===== src/rtl/load_store_unit.sv =====
// load_store_unit: sequencer between the execute stage and a word-addressed
// data memory. It handles byte/half/word loads and stores, does
// read-modify-write for sub-word stores, and returns extended load data
// with a one-cycle response pulse.
// Build option: define LSU_FAULT_CHECK_EN to reject illegal sizes,
// misaligned and out-of-range requests. Without it, addresses are aligned
// down and the word index wraps modulo MEM_WORDS.
module load_store_unit #(
  parameter int MEM_WORDS  = 32,
  parameter int ADDR_WIDTH = 32
) (
  input  logic                  Clk,
  input  logic                  Rst_n,
  input  logic                  ReqValid,
  output logic                  ReqReady,
  input  logic                  ReqWrite,
  input  logic [1:0]            ReqSize,
  input  logic                  ReqSigned,
  input  logic [ADDR_WIDTH-1:0] ReqAddr,
  input  logic [31:0]           ReqWData,
  output logic                  RespValid,
  output logic [31:0]           RespRData,
  output logic                  RespFault,
  output logic [ADDR_WIDTH-1:0] MemAddress,
  output logic [31:0]           MemWriteData,
  output logic                  MemRead,
  output logic                  MemWrite,
  input  logic [31:0]           MemReadData
);

  localparam logic [2:0] IDLE    = 3'd0;
  localparam logic [2:0] READ    = 3'd1;
  localparam logic [2:0] CAPTURE = 3'd2;
  localparam logic [2:0] MERGE   = 3'd3;
  localparam logic [2:0] WRITE   = 3'd4;
  localparam logic [2:0] RESP    = 3'd5;

`ifdef LSU_FAULT_CHECK_EN
  localparam logic [ADDR_WIDTH-1:0] MEM_LIMIT = ADDR_WIDTH'(MEM_WORDS);
`else
  localparam logic [ADDR_WIDTH-1:0] IDX_MASK = ADDR_WIDTH'(MEM_WORDS - 1);
`endif

  logic [2:0]            state_r, next_s;
  logic                  write_r, signed_r;
  logic [1:0]            size_r, lane_r;
  logic [31:0]           wdata_r;
  logic [ADDR_WIDTH-1:0] mem_addr_r;
  logic [31:0]           mem_wdata_r;
  logic                  mem_read_r, mem_write_r, resp_valid_r;
  logic [31:0]           resp_rdata_r;
  logic [1:0]            size_norm_s, lane_norm_s;
  logic [ADDR_WIDTH-1:0] idx_s;
`ifdef LSU_FAULT_CHECK_EN
  logic                  fault_s;
  logic                  resp_fault_r;
`endif

  // Select the addressed lane(s) and zero- or sign-extend them.
  function automatic logic [31:0] extract_load(input logic [31:0] word,
                                               input logic [1:0]  size,
                                               input logic [1:0]  lane,
                                               input logic        sgn);
    logic [31:0] sh;
    sh = word >> {lane, 3'b000};
    case (size)
      2'b00:   return sgn ? {{24{sh[7]}}, sh[7:0]} : {24'h000000, sh[7:0]};
      2'b01:   return sgn ? {{16{sh[15]}}, sh[15:0]} : {16'h0000, sh[15:0]};
      default: return word;
    endcase
  endfunction

  // Replace only the addressed lane(s) of the read word with store data.
  function automatic logic [31:0] merge_store(input logic [31:0] word,
                                              input logic [31:0] wdata,
                                              input logic [1:0]  size,
                                              input logic [1:0]  lane);
    logic [31:0] mask;
    case (size)
      2'b00:   mask = 32'h000000FF;
      2'b01:   mask = 32'h0000FFFF;
      default: mask = 32'hFFFFFFFF;
    endcase
    return (word & ~(mask << {lane, 3'b000})) | ((wdata & mask) << {lane, 3'b000});
  endfunction

  // Decode the incoming request: normalised size, lane, word index, fault.
  always_comb begin
    idx_s = ReqAddr >> 2'd2;
    if (ReqSize == 2'b11) begin
      size_norm_s = 2'b10;
    end else begin
      size_norm_s = ReqSize;
    end
    case (size_norm_s)
      2'b00:   lane_norm_s = ReqAddr[1:0];
      2'b01:   lane_norm_s = {ReqAddr[1], 1'b0};
      default: lane_norm_s = 2'b00;
    endcase
`ifdef LSU_FAULT_CHECK_EN
    fault_s = (ReqSize == 2'b11) ||
              ((ReqSize == 2'b01) && ReqAddr[0]) ||
              ((ReqSize == 2'b10) && (ReqAddr[1:0] != 2'b00)) ||
              (idx_s >= MEM_LIMIT);
`else
    idx_s = idx_s & IDX_MASK;
`endif
  end

  // Next-state selection for the request sequencer.
  always_comb begin
    next_s = state_r;
    case (state_r)
      IDLE: begin
        if (!ReqValid) begin
          next_s = IDLE;
`ifdef LSU_FAULT_CHECK_EN
        end else if (fault_s) begin
          next_s = RESP;
`endif
        end else if (ReqWrite && (size_norm_s == 2'b10)) begin
          next_s = WRITE;
        end else begin
          next_s = READ;
        end
      end
      READ: begin
        if (write_r) begin
          next_s = MERGE;
        end else begin
          next_s = CAPTURE;
        end
      end
      CAPTURE: next_s = RESP;
      MERGE:   next_s = WRITE;
      WRITE:   next_s = RESP;
      RESP:    next_s = IDLE;
      default: next_s = IDLE;
    endcase
  end

  // State register; strobes are registered from the state being entered.
  always_ff @(posedge Clk or negedge Rst_n) begin
    if (!Rst_n) begin
      state_r      <= IDLE;
      mem_read_r   <= 1'b0;
      mem_write_r  <= 1'b0;
      resp_valid_r <= 1'b0;
    end else begin
      state_r      <= next_s;
      mem_read_r   <= (next_s == READ);
      mem_write_r  <= (next_s == WRITE);
      resp_valid_r <= (next_s == RESP);
    end
  end

  // Capture the request fields on acceptance.
  always_ff @(posedge Clk or negedge Rst_n) begin
    if (!Rst_n) begin
      write_r  <= 1'b0;
      size_r   <= 2'b00;
      signed_r <= 1'b0;
      lane_r   <= 2'b00;
      wdata_r  <= 32'h00000000;
    end else if ((state_r == IDLE) && ReqValid) begin
      write_r  <= ReqWrite;
      size_r   <= size_norm_s;
      signed_r <= ReqSigned;
      lane_r   <= lane_norm_s;
      wdata_r  <= ReqWData;
    end
  end

  // Memory address held from acceptance through WRITE; write word built here.
  always_ff @(posedge Clk or negedge Rst_n) begin
    if (!Rst_n) begin
      mem_addr_r  <= '0;
      mem_wdata_r <= 32'h00000000;
    end else begin
      if ((state_r == IDLE) && (next_s != IDLE) && (next_s != RESP)) begin
        mem_addr_r <= idx_s;
      end
      if ((state_r == IDLE) && (next_s == WRITE)) begin
        mem_wdata_r <= ReqWData;
      end else if (state_r == MERGE) begin
        mem_wdata_r <= merge_store(MemReadData, wdata_r, size_r, lane_r);
      end
    end
  end

  // Response data registered on entry to RESP and held until the next one.
  always_ff @(posedge Clk or negedge Rst_n) begin
    if (!Rst_n) begin
      resp_rdata_r <= 32'h00000000;
    end else if (next_s == RESP) begin
      if (state_r == CAPTURE) begin
        resp_rdata_r <= extract_load(MemReadData, size_r, lane_r, signed_r);
      end else begin
        resp_rdata_r <= 32'h00000000;
      end
    end
  end

`ifdef LSU_FAULT_CHECK_EN
  // Fault flag: only a rejected request goes straight from IDLE to RESP.
  always_ff @(posedge Clk or negedge Rst_n) begin
    if (!Rst_n) begin
      resp_fault_r <= 1'b0;
    end else if (next_s == RESP) begin
      resp_fault_r <= (state_r == IDLE);
    end
  end
  assign RespFault = resp_fault_r;
`else
  assign RespFault = 1'b0;
`endif

  assign ReqReady     = (state_r == IDLE);
  assign RespValid    = resp_valid_r;
  assign RespRData    = resp_rdata_r;
  assign MemAddress   = mem_addr_r;
  assign MemWriteData = mem_wdata_r;
  assign MemRead      = mem_read_r;
  assign MemWrite     = mem_write_r;

endmodule

===== config.mk =====
export PLATFORM = sky130hd
export DESIGN_NAME = load_store_unit
export DESIGN_NICKNAME = d
export VERILOG_FILES = /design/src/rtl/load_store_unit.sv
export SDC_FILE = /design/constraint.sdc
export NUM_CORES = 1
export LEC_CHECK = 0
export BUFFER_PORTS_ARGS = -buffer_cell sky130_fd_sc_hd__buf_4
export CAP_MARGIN = 20
export CORE_ASPECT_RATIO = 0.6
export CORE_MARGIN = 5
export CORE_UTILIZATION = 33
export DETAILED_ROUTE_END_ITERATION = 6
export GPL_TIMING_DRIVEN = 1
export PLACE_DENSITY = 0.59
export RECOVER_POWER = 100
export SLEW_MARGIN = 10
export SYNTH_ARGS = -nofsm -noshare
export SYNTH_HDL_FRONTEND = slang
export SYNTH_SLANG_ARGS = --single-unit

===== constraint.sdc =====
create_clock -name Clk -period 1.8 [get_ports Clk]
set_input_delay 0 -clock Clk [delete_from_list [all_inputs] [get_ports Clk]]
set_output_delay 0 -clock Clk [all_outputs]
set_load 0.03 [all_outputs]

==> metrics.txt <==
Layout area overhead=41.8%; Setup Fix Bufs, Post-CTS=0; Die X=185 µm; share of flip-flops with an asynchronous set or reset=between 90% and 100%; clk slew on worst S/H paths=roughly 0.050 ns; cells along the critical path=mux2_1, a22o_1, a221oi_1, o21ai_1; Lkg Pwr=3.91 nW; Peak Freq=0.563 GHz; slowest library cell on the worst path=dfrtp_2; worst hold path type=input port to flop; clk_lat worst skew=just over 0.4 ns; Netlist Area Pre-Place=6050 µm²; GP Congestion=0.922; vias per cell=between 5 and 6; htree depth=4; RSZ-0062 raised after global routing=true; synth warn=0; # setup viols final=0; drt wl/cell=20.3 µm; drt pass-1 iters=6; Routed WL=approximately 23,000 µm; Synth Register Bits=113; Total GRT Usage=21.6%; max_cap viols=0; hold path depth=3; sequential area share after synthesis=between 40% and 50%; detailed router's first-iteration violation count=between 500 and 600; Fin Hold WS=0.0298 ns; VDD IR-drop max=between 700 and 800 µV; Min Clock Period, post-route=about 1.8 ns; CTS buffer count=17; Rows=38; hpwl dp=between 15,000 and 20,000 µm; Reg2Reg Depth=4; DRT antenna net count=0; Fin. Hold Viols=0; Critical Path Sink Type=flop; Yosys top cell by area=dfrtp_1; Final Max Tran Viols=0; Finished Layout Cells=1,150; Starting Density=about 34%; crit-path max FO=8; initial antenna violation count=0; die extent in y=115 µm; Post-synth EDFFs=0; Setup Skew=0.00802 ns; worst slew pin tran=1.21 ns; number of global-route vias before repair=5,938; layout cells sized above 1=approximately a fifth; Worst Path Required=between 2 and 2.5 ns; pwr dens=1870 nW/µm²; core footprint=18,000 µm²; first-pass GRT wire length=35,100 µm; Yosys cell types=55; Setup crit start kind=flop; CP max stage delay=around 0.46 ns; placed insts=1,043; IO Port Bufs=150; Layout Nets=1,001; die area=21,200 µm²; Synth top area share=46.8%; status=completed; TritonCTS clock tree=done; number of placed I/O pins=204; root buffer cell=clkbuf_16; Max Root-Sink Buffers=2; # DRC=0; Mapped Cells=658; Final period util=98.6%; Slew headroom=19.2%; worst path arrival time=2.06 ns; clock sinks=between 100 and 150; syn avg cell area=approximately 9 µm²; largest net degree at the start of global routing=56; Synth area leaders=dfrtp_1, nand2_1, a221o_1, buf_4, o221ai_1; total grt overflow=0; routed vias=6,184; Setup CP Type=flop to flop; ANT cells=0; post-route core utilization=47.6%; top_reg_cell synth=dfrtp_1
==> cell usage in the layout, fill, tap and decap left out, types with 3 or more instances in the layout <==
cell	netlist	final
nor2b_1	3	3
a21oi_1	18	18
nand2_1	183	183
a22oi_1	8	8
clkbuf_2	1	4
clkbuf_1	22	74
o21ai_0	37	36
o221ai_1	29	29
dlygate4sd3_1	0	76
a31oi_1	8	8
clkbuf_16	0	17
buf_12	0	3
nor2_1	8	7
a221o_1	40	40
nand3_1	10	10
buf_4	36	117
a222oi_1	8	8
mux2_2	9	8
o31ai_1	8	8
dfrtp_2	0	5
clkbuf_4	0	3
o21ai_1	7	8
nor2_2	2	3
clkinv_2	0	6
a32oi_1	9	9
or3_1	8	8
dfrtp_1	113	108
a221oi_1	7	6
inv_1	20	19
mux2i_1	8	8
conb_1	1	28
clkinvlp_4	0	5
==> cells in the mapped netlist, types with 2 or more instances <==
master,count
nand2_1,183
dfrtp_1,113
a221o_1,40
o21ai_0,37
buf_4,36
o221ai_1,29
buf_2,22
clkbuf_1,22
inv_1,20
a21oi_1,18
nand3_1,10
a32oi_1,9
mux2_2,9
a222oi_1,8
a22oi_1,8
a31oi_1,8
mux2i_1,8
nor2_1,8
o31ai_1,8
or3_1,8
a221oi_1,7
o21ai_1,7
buf_6,3
nor2b_1,3
nand3b_1,2
nor2_2,2
or2_2,2
==> metal layers <==
metal / routed length [µm] / up-vias / track usage [%]
li1: - / 2825 / -
met1: 10900 / 3020 / 32.9
met2: 9410 / 317 / 29.4
met3: 2780 / 22 / 7.71
met4: 210 / 0 / 3.96
met5: 0 / - / 0
==> what timing repair did <==
action	in CTS	in global routing
setup endpoints to repair	2	48
resized for setup	1	17
pin swaps	0	2
hold buffers	76	0
hold endpoints to repair	220	0
==> path summary, 6_finish.rpt <==
path / startpoint / end / slack (ns)
worst max-delay path: lane_r[1]$_DFFE_PN0P_ / RespRData[12]$_DFFE_PN0N_ / 0.03
worst min-delay path: MemReadData[15] / RespRData[15]$_DFFE_PN0N_ / 0.03
worst max register to register: lane_r[1]$_DFFE_PN0P_ / RespRData[12]$_DFFE_PN0N_ / 0.03
worst min register to register: RespRData[5]$_DFFE_PN0N_ / RespRData[5]$_DFFE_PN0N_ / 0.47
max in group asynchronous: Rst_n / MemWriteData[26]$_DFFE_PN0P_ / 0.34
min in group asynchronous: Rst_n / wdata_r[6]$_DFFE_PN0P_ / 0.32
==> power by group <==
part           switching (mW)  total, mW  internal, mW
clock network            1.23       3.17          1.94
registers                1.04       4.77          3.72
logic                    5.26       8.14          2.88
total                    7.54       16.1          8.54
==> state kept, by name, summed over array words and instances (netlist names), 2 cells and up <==
| name | cells |
|---|---|
| MemWriteData | 32 |
| RespRData | 32 |
| wdata_r | 32 |
| MemAddress | 5 |
| state_r | 3 |
| lane_r | 2 |
| size_r | 2 |
==> metrics by stage <==
| step | setup TNS, ns | total power [mW] | worst slack, ns | instance area [µm²] |
|---|---|---|---|---|
| 2_1_floorplan | 0 | 9.93 | 0.146 | 6150 |
| 3_3_place_gp | 0 | 13.2 | 0.0371 | 7540 |
| 3_5_place_dp | 0 | 13.3 | 0.00154 | 7540 |
| 4_1_cts | 0 | 16.6 | 0.0243 | 8860 |
| 5_1_grt | -0.0854 | 17.0 | -0.0331 | 8580 |
| 6_report | 0 | 16.1 | 0.0252 | 8580 |
==> final cells by class <==
cell class / count / area [µm²]
clock inverter: 11 / 90.1
sequential: 113 / 2830
inverter: 21 / 82.6
clock buffer: 20 / 457
timing repair buffer: 279 / 2040
multi-input combinational: 466 / 2770
tap: 240 / 300
fill: 1765 / 9440
==> critical path: cells and delay by family (launching register included) <==
family | cells | cell delay (ns)
DFF | 1 | 0.46
AOI/OAI and AO/OA | 3 | 0.84
muxes | 1 | 0.36
==> logic make-up after synthesis <==
group           after synthesis  share of synthesized area, %
compound gates              189                          24.0
xor+xnor                      1                         0.145
buf+inv                     106                          9.66
flops                       113                          46.8
mux                          18                          3.25
other cells                   1                        0.0620
simple gates                230                          16.2
Power figures use the tool's default switching activity.
